===== src/rtl/ps2_mouse_rx.sv =====
// ps2_mouse_rx: receive-only PS/2 mouse front end.
// Synchronises and glitch-filters the PS/2 clock and deserialises 11-bit
// device-to-host frames. It assembles 3-byte movement packets and publishes
// each one on the toggle-strobed ps2_mouse bus.
// Optional build macro PS2_MOUSE_WHEEL_EN: 4-byte IntelliMouse packets, with
// the fourth byte published on ps2_wheel.
module ps2_mouse_rx #(
    parameter int          FILT    = 8,
    parameter logic [15:0] TIMEOUT = 16'd50000
) (
    input  logic        clk_sys,
    input  logic        reset_n,
    input  logic        ps2_clk,
    input  logic        ps2_data,
    output logic [24:0] ps2_mouse,
    output logic [7:0]  ps2_wheel,
    output logic        frame_err
);

    typedef enum logic [1:0] {
        ST_IDLE   = 2'd0,
        ST_DATA   = 2'd1,
        ST_PARITY = 2'd2,
        ST_STOP   = 2'd3
    } state_t;

    localparam logic [7:0] FILT_M1 = 8'(FILT - 1);
`ifdef PS2_MOUSE_WHEEL_EN
    localparam logic [1:0] LAST_IDX = 2'd3;
`else
    localparam logic [1:0] LAST_IDX = 2'd2;
`endif

    // Odd weight over data plus parity marks a good frame.
    function automatic logic odd_weight(input logic [7:0] data, input logic par);
        return ^{data, par};
    endfunction

    logic        r_clk_s1, r_clk_s2, r_dat_s1, r_dat_s2;
    logic        r_clk_f;
    logic [7:0]  r_filt_cnt;
    logic [15:0] r_to_cnt;
    state_t      r_state, w_next;
    logic [2:0]  r_bit_cnt;
    logic [7:0]  r_shift;
    logic        r_par;
    logic [1:0]  r_idx;
    logic [7:0]  r_b0, r_b1;
`ifdef PS2_MOUSE_WHEEL_EN
    logic [7:0]  r_b2;
    logic [7:0]  r_wheel;
`endif
    logic [24:0] r_mouse;
    logic        r_err;
    logic        w_fe, w_to_hit, w_to_abort, w_frame_ok, w_frame_bad;

    // Two-flop synchronisers for the asynchronous PS/2 pins (bus idles high).
    always_ff @(posedge clk_sys or negedge reset_n) begin
        if (!reset_n) begin
            r_clk_s1 <= 1'b1;
            r_clk_s2 <= 1'b1;
            r_dat_s1 <= 1'b1;
            r_dat_s2 <= 1'b1;
        end else begin
            r_clk_s1 <= ps2_clk;
            r_clk_s2 <= r_clk_s1;
            r_dat_s1 <= ps2_data;
            r_dat_s2 <= r_dat_s1;
        end
    end

    // The falling edge fires on the FILT-th consecutive low sample of a high filtered clock.
    always_comb begin
        w_fe = r_clk_f && !r_clk_s2 && (r_filt_cnt == FILT_M1);
    end

    // Glitch filter: follow the synchronised clock only after FILT equal samples.
    always_ff @(posedge clk_sys or negedge reset_n) begin
        if (!reset_n) begin
            r_clk_f    <= 1'b1;
            r_filt_cnt <= 8'd0;
        end else if (r_clk_s2 == r_clk_f) begin
            r_filt_cnt <= 8'd0;
        end else if (r_filt_cnt == FILT_M1) begin
            r_clk_f    <= r_clk_s2;
            r_filt_cnt <= 8'd0;
        end else begin
            r_filt_cnt <= r_filt_cnt + 8'd1;
        end
    end

    // Inactivity counter: cleared by every falling edge, saturates at TIMEOUT.
    always_ff @(posedge clk_sys or negedge reset_n) begin
        if (!reset_n) begin
            r_to_cnt <= 16'd0;
        end else if (w_fe) begin
            r_to_cnt <= 16'd0;
        end else if (r_to_cnt != TIMEOUT) begin
            r_to_cnt <= r_to_cnt + 16'd1;
        end else begin
            r_to_cnt <= r_to_cnt;
        end
    end

    // Frame FSM state register.
    always_ff @(posedge clk_sys or negedge reset_n) begin
        if (!reset_n) begin
            r_state <= ST_IDLE;
        end else begin
            r_state <= w_next;
        end
    end

    // Frame FSM next state; a timeout abort always returns to IDLE.
    always_comb begin
        w_next = r_state;
        if (w_to_hit) begin
            w_next = ST_IDLE;
        end else if (w_fe) begin
            case (r_state)
                ST_IDLE:   w_next = r_dat_s2 ? ST_IDLE : ST_DATA;
                ST_DATA:   w_next = (r_bit_cnt == 3'd7) ? ST_PARITY : ST_DATA;
                ST_PARITY: w_next = ST_STOP;
                ST_STOP:   w_next = ST_IDLE;
                default:   w_next = ST_IDLE;
            endcase
        end else begin
            w_next = r_state;
        end
    end

    // FSM decodes: timeout event and good or bad frame completion.
    always_comb begin
        w_to_hit    = !w_fe && (r_to_cnt == (TIMEOUT - 16'd1));
        w_to_abort  = w_to_hit && ((r_state != ST_IDLE) || (r_idx != 2'd0));
        w_frame_ok  = 1'b0;
        w_frame_bad = 1'b0;
        if (w_fe && (r_state == ST_STOP)) begin
            w_frame_ok  = odd_weight(r_shift, r_par) && r_dat_s2;
            w_frame_bad = !w_frame_ok;
        end else begin
            w_frame_ok  = 1'b0;
            w_frame_bad = 1'b0;
        end
    end

    // Bit shifter: data arrives LSB first, then the parity bit.
    always_ff @(posedge clk_sys or negedge reset_n) begin
        if (!reset_n) begin
            r_bit_cnt <= 3'd0;
            r_shift   <= 8'd0;
            r_par     <= 1'b0;
        end else if (w_fe && (r_state == ST_IDLE)) begin
            r_bit_cnt <= 3'd0;
        end else if (w_fe && (r_state == ST_DATA)) begin
            r_shift   <= {r_dat_s2, r_shift[7:1]};
            r_bit_cnt <= r_bit_cnt + 3'd1;
        end else if (w_fe && (r_state == ST_PARITY)) begin
            r_par <= r_dat_s2;
        end else begin
            r_bit_cnt <= r_bit_cnt;
        end
    end

    // Packet assembly, publication and the frame_err pulse.
    always_ff @(posedge clk_sys or negedge reset_n) begin
        if (!reset_n) begin
            r_idx   <= 2'd0;
            r_b0    <= 8'd0;
            r_b1    <= 8'd0;
            r_mouse <= 25'd0;
            r_err   <= 1'b0;
`ifdef PS2_MOUSE_WHEEL_EN
            r_b2    <= 8'd0;
            r_wheel <= 8'd0;
`endif
        end else begin
            r_err <= 1'b0;
            if (w_to_abort || w_frame_bad) begin
                r_idx <= 2'd0;
                r_err <= 1'b1;
            end else if (w_frame_ok) begin
                case (r_idx)
                    2'd0: begin
                        if (r_shift[3]) begin
                            r_b0  <= r_shift;
                            r_idx <= 2'd1;
                        end else begin
                            r_err <= 1'b1;
                        end
                    end
                    2'd1: begin
                        r_b1  <= r_shift;
                        r_idx <= 2'd2;
                    end
`ifdef PS2_MOUSE_WHEEL_EN
                    2'd2: begin
                        r_b2  <= r_shift;
                        r_idx <= 2'd3;
                    end
                    LAST_IDX: begin
                        r_mouse <= {~r_mouse[24], r_b2, r_b1, r_b0};
                        r_wheel <= r_shift;
                        r_idx   <= 2'd0;
                    end
`else
                    LAST_IDX: begin
                        r_mouse <= {~r_mouse[24], r_shift, r_b1, r_b0};
                        r_idx   <= 2'd0;
                    end
`endif
                    default: r_idx <= 2'd0;
                endcase
            end else begin
                r_idx <= r_idx;
            end
        end
    end

    assign ps2_mouse = r_mouse;
    assign frame_err = r_err;
`ifdef PS2_MOUSE_WHEEL_EN
    assign ps2_wheel = r_wheel;
`else
    assign ps2_wheel = 8'd0;
`endif

endmodule

===== config.mk =====
export PLATFORM = sky130hd
export DESIGN_NAME = ps2_mouse_rx
export DESIGN_NICKNAME = d
export VERILOG_FILES = /design/src/rtl/ps2_mouse_rx.sv
export SDC_FILE = /design/constraint.sdc
export NUM_CORES = 1
export LEC_CHECK = 0
export BUFFER_PORTS_ARGS = -buffer_cell sky130_fd_sc_hd__buf_2
export CAP_MARGIN = 25
export CORE_MARGIN = 2
export CORE_UTILIZATION = 42
export DETAILED_ROUTE_END_ITERATION = 7
export PLACE_DENSITY = 0.57
export SKIP_CTS_REPAIR_TIMING = 1
export SYNTH_ARGS = -nofsm -noshare
export SYNTH_HDL_FRONTEND = slang
export SYNTH_SLANG_ARGS = --single-unit

===== constraint.sdc =====
create_clock -name clk_sys -period 5.7 [get_ports clk_sys]
set_clock_uncertainty 0.05 [all_clocks]
set_input_delay 0.285 -clock clk_sys [delete_from_list [all_inputs] [get_ports clk_sys]]
set_output_delay 0.285 -clock clk_sys [all_outputs]
set_load 0.01 [all_outputs]

[Word level (Yosys, flattened, before mapping)]
Cells that the tools add are included.
Storage, ports and cells
  register bits: 87
  bits in read-only memories: 0
  latch bits: 0
  input port bits: 4
  memories kept: 0
  RAM bits: 0
Cells by class
  shifts and indexed selects: 0
  equal/unequal tests: 11
  bitwise gates (word level): 5
  magnitude comparators: 0
  add/subtract/negate cells: 3
  reductions and logical operators: 30
  $mul: 0
  divide/modulo/power cells: 0
  multiplexer cells: 21
Operator list (count)
  $mux W16: 2
  $add A16 B1 Y16 const B: 1
  $eq A16 B16 Y1 const B: 1
  $mux W8: 2
  $ne A16 B16 Y1 const B: 1
  $mux W2: 6
  $reduce_bool A2 Y1: 6
  $logic_and A1 B1 Y1: 9
  $reduce_and A3 Y1: 3
  $reduce_xor A9 Y1: 1
  $add A8 B1 Y8 const B: 1
  $eq A8 B3 Y1 const B: 1
  $pmux W2 S4: 1
  $mux W1: 7
  $eq A2 B2 Y1 const B: 3
  $mux W3: 2
  $reduce_and A2 Y1: 3
  $not A1 Y1: 5
  $eq A2 B1 Y1 const B: 2
  $logic_not A2 Y1: 2
  $pmux W2 S2: 1
  $reduce_and A4 Y1: 1
  $add A3 B1 Y3 const B: 1
  $eq A3 B3 Y1 const B: 1
  other kinds (4): 7

[Longest topological paths before layout]
Gate-level depths: netlist (run 1).
  depth in word-level cells: 9
  mapped depth: 8

[Worst setup path before layout (run 1)]
OpenSTA, ideal clock, no wires.
  path type: reg-to-reg
  start: register r_filt_cnt[3]
  end: register r_mouse[10], in the netlist ps2_mouse[10]
  path slack: 3.095 ns
  stages on the path, launching flop included: 8
  path buffers: 2
  data required time: 5.525 ns
  arrival time: 2.430 ns
  cells stage by stage: dfrtp_1 -> or4_4 -> or4b_1 -> buf_6 -> nor2_8 -> nand4b_4 -> buf_6 -> mux2_4
Between the ends
  cells in the longest elaborated chain, start to end: 8
  elaborated cells on any way between the ends: 11
  classes of those cells: eq/ne: 1; mux: 2; bitwise: 1; reduce/logical: 7
Ends and longest elaborated chain
  start: declaration: line 41  | logic [7:0] r_filt_cnt;
  start signal: assignment: line 88  | r_filt_cnt <= r_filt_cnt + 8'd1;
  $eq A8 B3 Y1 (*): line 74  | w_fe = r_clk_f && !r_clk_s2 && (r_filt_cnt == FILT_M1);
  $logic_and A1 B1 Y1 (*): line 74
  $logic_not A1 Y1: line 134  | w_to_hit = !w_fe && (r_to_cnt == (TIMEOUT - 16'd1));
  $logic_and A1 B1 Y1: line 134
  $logic_and A1 B1 Y1: line 135  | w_to_abort = w_to_hit && ((r_state != ST_IDLE) || (r_idx != 2'd0));
  $logic_or A1 B1 Y1: line 179  | if (w_to_abort || w_frame_bad) begin
  $not A1 Y1 (no source line)
  $reduce_and A3 Y1 (no source line) (*)
  end signal: assignment: line 208  | r_mouse <= {~r_mouse[24], r_shift, r_b1, r_b0};
  end: declaration: line 53  | logic [24:0] r_mouse;
Mark *: on every way between the ends. The rest lies on a longest branch, timed or not.
A chain may end at the register's enable or synchronous reset.

[Worst setup path after layout (run 1)]
  start: register r_filt_cnt[3]
  end: register r_mouse[18], in the netlist ps2_mouse[18]
The elaborated chain is that of the path after synthesis.

==> results.txt, run 1 <==
- The flow ran to the end, and the final reports show no timing, DRC or antenna violations.
* Number of nets at the end of the flow: approximately 340
- Routed wirelength normalized by instance count: 13.7 um
- CP startpoint kind: flip-flop
* Port bufs: 29
* Remaining routing DRC violations: 0
- The H-tree was split into 3 levels.
- Max Cap Viol: 0
* Initial antenna violation count: 0
- TritonCTS built the clock tree.
- Iter 0 DRT Violations: 71
- Yosys printed 0 warnings.
- Summed over all instances, the cell type with the most area after synthesis is dfrtp_1.
* Worst-Skew Late Latency: 0.35 ns
- Static timing analysis puts the maximum clock frequency at 316 MHz.
- Mean instance size in the synthesized netlist: 13.2 um2
- FF+latch count, synth: 87
- The die covers 10100 um2.
- Post-DP Area: 4130 um2
* Sequential share of the synthesized area: 56.1%
* Antenna diode instance count: 0
- The worst setup path is of the flip-flop to flip-flop kind.
- The routed layout has 2230 vias.
* Commonest register cell after synthesis: dfrtp_1
* Setup repair after global routing missed its margin: no
- The number of max-slew violations in the final report came to 0.
- Of all nets on the critical path, the largest fanout is 25.
- The congestion estimate from routability-driven global placement came to around 0.75.
- Total power divided by cell area: 262 nW/um2
* Proportion of power drawn by flip-flops and latches: between 50 and 60%
- Effective utilization at floorplan: 42.7%
- Subtracting the final worst setup slack from the clock period gives 3.16 ns.
- Counting every instance in the synthesized netlist gives 295.
- Pin count of the biggest net entering global routing: 72
- Detail Route Antenna Nets: 0
* Number of ports placed on the die boundary: 38
* Number of global-route vias before repair: 2164
* Hold Vio Cnt, Final: 0
* Sinks on the clock net: 87
* Share of the synthesized area in the top cell type: 52.7%
- Wire length of the first global-routing pass: 10.7 mm
- Area growth from synthesis to layout: 11.8%
- Cell count after placement: 429
- For the worst setup path, the data arrival time is 3.35 ns.
* Worst Setup End Kind: flip-flop
- The HPWL after detailed placement is 3.98 mm.
- Cell internal power was estimated by the tool at 0.845 mW.
- After synthesis, the netlist uses 42 different library cells.
* CTS root buffer: clkbuf_8
- Cell area after synthesis: 3890 um2
* Worst slew margin relative to its limit: 49.6%
- The analysis attributes to cell leakage a power of 2.36 nW.
- Core Region: 9110 um2
- Combinational share of power: 5.6%
- The die is around 100 um tall.
* Number of standard cells in the final layout excluding fillers: approximately 450
- Of the available clock period, the critical path in the final layout requires 55.4%.
- For this design the total switching power over the nets is 0.296 mW.
- Of the cells placed in the final design, the portion with a size suffix greater than 1 is 32.0%.
- Total non-filler cell area in the finished layout: 4350 um2
- Setup violations remaining at the end of the flow were counted as 0.
- Clock-pin transition on the worst setup and hold timing paths: 0.09 ns
- Proportion of power drawn by the clock network: 36.0%
* Sum of routed wire length over all layers: roughly 6 mm
* Worst min-delay path class: input port to async pin
- The floorplan step set the die width to 100 um.
- Counting flops with a built-in enable in the synthesized netlist gives 0.
- Bufs on Longest Clock Path: 2
- Leading post-synthesis cells by cell area: dfrtp_1, mux2_2, mux2_4
* Global-route total usage across every layer: a little over an eighth
- Peak supply drop: between 0.15 and 0.2 mV
- Worst EP required: 5.89 ns
- Switching share of power: 25.9%
* Router iterations before antenna repair: 4
- Hold is met by about 0.27 ns.
- Pin slew with the least headroom to its limit: roughly 0.75 ns
* Number of buffers inserted during clock tree synthesis: 9
- Total overflow reported by the global router: 0
- After synthesis, the share of flip-flops with an asynchronous set or reset is between 90% and 100%.
- In the routed layout, each cell is associated on average with a via count of 4.98.
- After routing, the total negative slack on setup checks comes to 0 ns.
* Standard-cell row count: 35
registers in the layout, summed over array words and instances, names as in the netlist:
register and count:
ps2_mouse 25, r_to_cnt 16, r_b0 8, r_b1 8
r_filt_cnt 8, r_shift 8, r_bit_cnt 3, r_idx 2
r_state 2, frame_err 1, r_clk_f 1, r_clk_s1 1
r_clk_s2 1, r_dat_s1 1, r_dat_s2 1, r_par 1
critical path: stages (launching register included):
cell and delay [ns]:
dfrtp_1 0.43, or4_4 0.58, or4b_1 0.77, nor2_8 0.22
nand4b_4 0.49, mux2_4 0.49
logic make-up (layout without fill, tap and decap cells):
group,count (synthesis),count (layout),share of synthesized area [%]
simple gates,89,89,13.8
xor+xnor,27,27,6.43
flops,87,87,56.1
compound gates,14,14,2.06
other cells,1,8,0.0963
buf+inv,21,56,3.37
fa+ha+maj,6,6,1.93
mux,50,50,16.3
area by class of cell:
| class | count | area, um2 |
|---|---|---|
| well taps | 111 | 139 |
| repair buffers | 34 | 213 |
| clock buffers | 10 | 138 |
| clock inverters | 6 | 51.3 |
| flip-flops and latches | 87 | 2180 |
| inverters | 6 | 22.5 |
| multi-input cells | 194 | 1600 |
| fillers | 832 | 4760 |
power groups by stage:
stage               Sequential (mW)  Clock [mW]  Combinational [mW]
global route                  0.672       0.451              0.0757
floorplan                     0.671           0              0.0454
CTS                           0.666       0.425              0.0642
global placement              0.678           0              0.0601
finish                        0.666       0.411              0.0639
detailed placement            0.678           0              0.0636
layout by cell type (no fill, tap or decap), types with 7 or more instances in the layout:
cell,n
buf_2,28
clkbuf_8,10
conb_1,8
dfrtp_1,82
mux2_2,30
mux2_4,19
nand2_1,14
nand3_1,12
nor2_1,27
o21ai_0,7
xnor2_1,13
xor2_1,13
metal layers:
layer / track usage (%) / routed length (um) / up-vias
met5: 0 / 0 / -
met4: 4.74 / 98 / 0
met3: 3.97 / 184 / 9
met2: 20.7 / 2860 / 42
met1: 18.3 / 2980 / 1092
li1: - / - / 1087
metrics by stage:
step                worst slack [ns]  utilization, %  power (mW)
detailed placement              2.50            45.4       0.742
CTS                             2.48            47.4        1.16
finish                          2.54            47.8        1.14
floorplan                       3.10               -       0.717
global route                    2.35            47.8        1.20
global placement                2.54            45.1       0.738
cells in the mapped netlist, types with 4 or more instances:
cell and instances:
dfrtp_1 82, mux2_2 30, nor2_1 27, mux2_4 19
nand2_1 14, xnor2_1 13, xor2_1 13, nand3_1 12
buf_4 8, o21ai_0 7, and3_1 6, ha_1 6
inv_1 6, dfstp_2 5, a21oi_1 4, and4_1 4
worst paths after layout:
path / slack, ns / endpoint / cells past startpoint / startpoint
min reg2reg: 0.31 / r_clk_s2 / 0 / r_clk_s1
max in group asynchronous: 4.67 / r_dat_s1 / 3 / reset_n
min: 0.27 / ps2_mouse[3] / 2 / reset_n
min in group clk_sys: 0.31 / r_clk_s2 / 0 / r_clk_s1
max: 2.54 / ps2_mouse[18] / 5 / r_filt_cnt[3]
max reg2reg: 2.54 / ps2_mouse[18] / 5 / r_filt_cnt[3]
(Power assumes the default switching activity.)
==> run 2: changes to the inputs <==
--- a/config.mk
+++ b/config.mk
@@ -5,6 +5,7 @@
 export SDC_FILE = /design/constraint.sdc
 export NUM_CORES = 1
 export LEC_CHECK = 0
+export ABC_AREA = 1
 export BUFFER_PORTS_ARGS = -buffer_cell sky130_fd_sc_hd__buf_2
 export CAP_MARGIN = 25
 export CORE_MARGIN = 2
==> constraint.sdc (replaced) <==
create_clock -name clk_sys -period 3.2 [get_ports clk_sys]
set_clock_uncertainty 0.05 [all_clocks]
set_input_delay 0.16 -clock clk_sys [delete_from_list [all_inputs] [get_ports clk_sys]]
set_output_delay 0.16 -clock clk_sys [all_outputs]
set_load 0.01 [all_outputs]
==> run 2 against run 1 <==
Compared with the run above:
- power up 84%
- clock-buffer cell count up 2
- combinational power up 150%
- global-route usage up 1.7 points
- utilization up 0.76 points
- register-to-register slack worse by 1.7 ns
- critical path depth up 2
- worst setup slack worse by 1.7 ns
- hold slack worse by 0.15 ns
- cell count up 43%
- first-iteration DRC count up 13%
- cell area up 3.5%
- critical endpoint is now ps2_mouse[15]
==> results.txt, run 2 <==
- Result of the run: completed
- The H-tree generated during clock tree synthesis spans 3 levels.
* Setup repair after global routing missed its margin: no
* Most frequent cells in the layout: nand2_1, dfrtp_1, inv_1
* Worst min-delay path class: input port to async pin
- Leak Pwr: 2.35 nW
- Compound-gate portion of the synthesized area: 10.9%
- By area the synthesized netlist is led by dfrtp_1, nand2_1, inv_1.
- Across the run, the number of max-cap violations was 0.
* Vias/cell: 4.65
- Sw power: 0.515 mW
- PnR Total Power: 2.10 mW
- For this run, the total global-route usage over all layers was measured as 15.2%.
- Routed wirelength normalized by instance count: 11.1 um
- The first global-routing pass estimated 12.5 mm of wire.
- Clock tree synthesis found a total of 87 sinks.
- Bufs on Longest Clock Path: 2
* Floorplan die width: 102 um
- Number of enable flip-flop cells after synthesis: 0
- Total overflow reported by the global router: 0
- Clock tree from TritonCTS: built
* Async set or reset register ratio after synthesis: 100%
- List of cells traversed by the critical path: ha_1 -> nand3_1 -> nor2_1 -> nand2_2 -> nor3_4 -> nand3b_4 -> o21ai_0
- From synthesis to final layout, the design area changed by 11.2%.
* Routability congestion estimate from global placement: ~0.80
- In this run the top signal layer used is met4.
* Maximum fanout along the worst path: 49
- FF/Latch Area: around 2200 um2
- For this run, the detailed router's first-pass iteration total came to 4.
* Port bufs: 29
* Aggregate negative setup slack: 0 ns
- Reg2reg setup slack: roughly 0.84 ns
- In the final design database the tool counted ~520 nets.
* Vias after detailed routing: around 3000
- The post-route netlist has 13.9% of its cells at a drive strength greater than 1.
* Sum of met2 wire segment lengths after detailed routing: 3.36 mm
* Count of cell types in the netlist: 37
- The share of total power dissipated in the clock network is 35.7%.
- Prior to clock tree synthesis, the placed netlist has a worst setup slack of 0.796 ns.
* Number of buffer and inverter stages on the critical path: 0
- The final critical path takes up 73.8% of the cycle.
- The worst setup path is of the flip-flop to flip-flop kind.
- Delay of the slowest cell on the worst path: between 0.4 and 0.5 ns
- In the post-synthesis netlist, the cell with the most instances is nand2_1.
- Iter 0 DRT Violations: 80
* FF+latch count, synth: 87
- Remaining routing DRC violations: 0
* Number of ports placed on the die boundary: 38
- Among all flip-flop cells after synthesis, the most frequent one is dfrtp_1.
- In this run the standard cell core region covers 9280 um2.
- Initial antenna violation count: 0
* Multiplexer share of the synthesized area: 0%
- The tightest hold path in the finished design has a slack of 0.123 ns.
* Cell-internal power: 1.59 mW
- The number of max-slew violations in the final report was 0.
- The synthesized design devotes to its leading area cell type approximately half of total area.
- Dpl hpwl: around 5 mm
- Minimum period implied by the final worst setup slack: 2.36 ns
- Antenna diode instance count: 0
- Max Freq: 423 MHz
* Share of the synthesized netlist area taken by xor and xnor gates: 0.865%
- Sequential cells burn 56.8% of the power.
* Number of fillers in the final layout: 915
- Net switching is 24.5% of the power.
- Clock-pin transition on the worst setup and hold timing paths: roughly 0.090 ns
- Summing the areas of all and, or, nand and nor instances in the mapped netlist gives 22.3% of the synthesized area.
- Crit path launch: r_filt_cnt[0]
- The startpoint identified for the worst register-to-register timing path is r_filt_cnt[0].
- After synthesis, flip-flops and latches occupy a little over half of the total area.
- Combinational share of power: 7.5%
* Largest register FFs: 25
* Peak supply drop: 0.255 mV
* Number of buffers inserted during clock tree synthesis: 9
- The die is roughly 100 um tall.
* CP startpoint kind: flip-flop
- Signal arrival time at the worst endpoint: 2.56 ns
* Main combinational cell family by area after synthesis: simple AND/OR/NAND/NOR gates
* Synthesized instance count: 471
- Metal3 WL: 182 um
* Worst path slowest cell: nand3b_4
- Standard-cell row count: 35
* Synth warnings: 0
* Total power divided by cell area: 467 nW/um2
- The die covers around 10000 um2.
- Worst-Skew Late Latency: 0.34 ns
- Total setup violations reported at the end of the flow: 0
- Post-synthesis share of cell area spent on full adders, half adders and majority gates: roughly 1.9%
* Cell area after synthesis: ~4000 um2
- Routed metal-1 wirelength: approximately 3.5 mm
* Gate family responsible for the most delay along the worst path: simple AND/OR/NAND/NOR gates
* Pin count of the biggest net entering global routing: 50
- CTS root buffer: clkbuf_8
- The number of global-route vias before repair came to between 2000 and 3000.
- Effective utilization at floorplan: 43.6%
- The library cell used most frequently in the layout, excluding fill and tap cells, is nand2_1.
* Footprint of the multi-input gates: 1480 um2
- A synthesized cell averages 8.60 um2.
- Worst EP required: 3.40 ns
- Ranked by instance count, the synthesized netlist is headed by nand2_1, dfrtp_1, inv_1.
- Pin slew with the least headroom to its limit: 0.521 ns
* Worst Setup End Kind: flip-flop
* Worst slew margin relative to its limit: approximately 65%
- Hold Vio Cnt, Final: 0
- Once detail routing completed, the nets flagged for antenna violations numbered 0.
- Cell taking the most area after synthesis: dfrtp_1
- Across all setup checks in the final design, the least slack found is about 0.84 ns.
- Summed over all layers, the routed wires come to 7.10 mm.
## run 2: cell types whose count changed in the layout (fill, tap and decap cells not counted), moves of 12 or more
cell	previous run	this run
nand2_1	14	111
o21ai_0	7	48
mux2_4	19	0
xnor2_1	13	1
a21oi_1	4	17
mux2_2	30	0
inv_1	6	72
## run 2: path summary, 6_finish.rpt
kind                                  to  depth (start not counted)
hold reg to reg                 r_clk_s2                          0
max in group asynchronous       r_clk_s1                          3
setup / recovery           ps2_mouse[15]                          7
hold / removal                   r_b1[6]                          2
min in group clk_sys            r_clk_s2                          0
setup reg to reg           ps2_mouse[15]                          7
## run 2: power by group through the flow
stage	clock network, mW	registers [mW]	logic [mW]
2_1_floorplan	0	1.21	0.118
3_3_place_gp	0	1.22	0.157
3_5_place_dp	0	1.22	0.161
4_1_cts	0.783	1.20	0.161
5_1_grt	0.833	1.20	0.193
6_report	0.750	1.19	0.159
## run 2: kinds of logic after synthesis
family / count (synthesis)
xor+xnor: 4
compound gates: 80
fa+ha+maj: 6
buf+inv: 94
simple gates: 199
other cells: 1
flops: 87
## run 2: routing by layer
layer,vias up,track usage (%)
li1,1548,-
met1,1378,18.5
met2,41,26.9
met3,11,2.67
met4,0,5.85
met5,-,0
## run 2: final cells by class
cell class	count	share of cell area [%]
tap	129	3.58
clock inverter	4	1.00
inverter	76	6.33
timing repair buffer	35	4.44
multi-input combinational	297	32.9
sequential	87	48.5
clock buffer	12	3.22
## run 2: through the flow
stage | utilization (%) | cell area, um2 | instances
after floorplan | - | 4080 | 478
after global placement | 46.1 | 4280 | 621
after detailed placement | 46.1 | 4280 | 621
after CTS | 48.2 | 4470 | 637
after global routing | 48.5 | 4500 | 640
final | 48.5 | 4500 | 640
==> run 3: changes to the inputs <==
==> constraint.sdc (replaced) <==
create_clock -name clk_sys -period 2.22 [get_ports clk_sys]
set_clock_uncertainty 0.05 [all_clocks]
set_input_delay 0.111 -clock clk_sys [delete_from_list [all_inputs] [get_ports clk_sys]]
set_output_delay 0.111 -clock clk_sys [all_outputs]
set_load 0.01 [all_outputs]
==> run 3 against run 2 <==
Compared with the run above:
- critical path depth rose by 3
- clock power rose by 61%
- critical endpoint is now r_b0[4]
- worst setup slack got worse by 0.63 ns
- utilization grew 1.2 points
- global-route usage increased by 0.12 points
- first-iteration DRC count increased by 33%
- largest power group unchanged
- combinational power increased by 48%
- cell area up 2.4%
- maximum frequency is 17% higher
- sequential power up 45%
==> results.txt, run 3 (synthesis gave the netlist of run 2 again) <==
- Result of the run: completed
* Pin slew with the least headroom to its limit: around 0.53 ns
- Largest register FFs: 25
- Core Region: 9280 um2
* Area of the die: 10400 um2
- Across the VDD grid, the largest voltage drop is approximately 0.33 mV.
* Router iterations before antenna repair: 4
* Worst min-delay path class: input port to async pin
* Effective utilization at floorplan: 43.6%
- GR met1 Demand/Resource: roughly 20%
* Clock-pin transition on the worst setup and hold timing paths: 0.09 ns
- STA classifies the critical path endpoint as a flip-flop.
* Antenna diode instance count: 0
- Across the run, the number of max-cap violations was 0.
- Met3 capacity usage during global routing: 3.49%
* Dpl hpwl: a little over 5 mm
- In the global route stage, overall resource usage came out at 15.3%.
- PnR Total Power: 3.17 mW
- Clock latency on the worst-skew pair, taken at its later pin, is 0.34 ns.
- Standard-cell row count: 35
- The worst setup path is of the flip-flop to flip-flop kind.
* Number of ports placed on the die boundary: 38
- For the worst setup path, the data required time is between 2 and 2.5 ns.
- Sum of routed wire length over all layers: 7.22 mm
- Post-DP Area: 4320 um2
- Aggregate negative setup slack: 0 ns
- GRT Max-Usage Layer: met2
- CTS root buffer: clkbuf_8
- In the layout the commonest cells are nand2_1, dfrtp_1, inv_1.
- Routability congestion estimate from global placement: 0.811
* Pin count of the biggest net entering global routing: 50
* Detail Route Antenna Nets: 0
* Routed wirelength normalized by instance count: 11.2 um
- The H-tree generated during clock tree synthesis spans 3 levels.
* Total count of max-transition violations in the final report: 0
* Wire length of the first global-routing pass: 12.6 mm
- Static timing analysis puts the maximum clock frequency at just under 500 MHz.
- The clock passes through at most 2 buffers.
* Vias/cell: 4.61
* Total overflow reported by the global router: 0
- During placement, the flow inserted port buffers numbering 29.
- Area growth from synthesis to layout: 14.0%
- Hold Vio Cnt, Final: 0
- Data on the critical path arrives at its endpoint at 2.24 ns.
- For this run, design rule violations remaining after detail routing come to 0.
- Vias after detailed routing: 2963
- Most common library cell in the layout ignoring fill and taps: nand2_1
- In this run the power density over the cells is 688 nW/um2.
- For this design the static power due to leakage is 2.41 nW.
- Minimum period implied by the final worst setup slack: 2.01 ns
* Initial antenna violation count: 0
* Sinks on the clock net: 87
- The worst setup path is launched from a flip-flop.
* Total non-filler cell area in the finished layout: between 4000 and 5000 um2
- The worst path uses 90.6% of the clock period.
- Headroom to the max-slew limit came out at 64.5%.
- Floorplan die width: 102 um
- Cells fill just under 50% of the core in the end.
- Worst Hold Slack: 0.232 ns
- In the global route stage, met2 resource usage came out at 25.5%.
* Share of post-route cells with drive strength above 1: 15.4%
- Iter 0 DRT Violations: 106
- Setup violations remaining at the end of the flow were counted as 0.
* Vert. Die Dim: 102 um
- In this run the worst path has a maximum fanout of 9.
* Number of buffers inserted during clock tree synthesis: 9
* Number of global-route vias before repair: 2827
- At the end of the flow, the number of nets in the layout was between 500 and 600.
- TritonCTS built the clock tree.
## run 3: worst paths after layout
| kind | start | endpoint | slack (ns) | cells after the start |
|---|---|---|---|---|
| worst max register to register | r_to_cnt[1] | r_b0[4] | 0.21 | 10 |
| max in group asynchronous | reset_n | r_dat_s2 | 1.20 | 3 |
| min in group clk_sys | r_clk_s1 | r_clk_s2 | 0.31 | 0 |
| worst min register to register | r_clk_s1 | r_clk_s2 | 0.31 | 0 |
| worst min-delay path | reset_n | ps2_mouse[10] | 0.23 | 2 |
| worst max-delay path | r_to_cnt[1] | r_b0[4] | 0.21 | 10 |
## run 3: critical path, cell delays in order (launching register included)
cell and delay, ns:
dfrtp_1 0.39, ha_1 0.20, nand3_1 0.15, nor3_1 0.26, and2_1 0.18, nand2_1 0.11
nand2_1 0.19, nand2_2 0.16, nand3_4 0.13, nand2_1 0.07, nand2_1 0.05
## run 3: routing by layer
| metal | vias up | wire (um) |
|---|---|---|
| met2 | 44 | 3330 |
| met4 | 0 | 100 |
| met5 | - | 0 |
| met1 | 1352 | 3550 |
| met3 | 7 | 237 |
| li1 | 1560 | - |
## run 3: final cells by class
class | count | area (um2)
clock buffers | 11 | 141
clock inverters | 5 | 81.3
fillers | 932 | 4670
inverters | 76 | 285
multi-input cells | 297 | 1510
flip-flops and latches | 87 | 2180
well taps | 129 | 161
repair buffers | 38 | 248
## run 3: stage by stage
| step | setup slack, ns | cells |
|---|---|---|
| floorplan | 0.407 | 478 |
| detailed placement | 0.124 | 623 |
| global placement | 0.157 | 623 |
| CTS | 0.106 | 639 |
| global route | -0.00933 | 643 |
| finish | 0.208 | 643 |
## run 3: where the power goes
group          leakage [nW]  switching, mW  internal, mW
Sequential             1.18         0.0628          1.66
Clock                 0.110          0.546         0.665
Combinational          1.11          0.153        0.0813
Total                  2.41          0.763          2.41
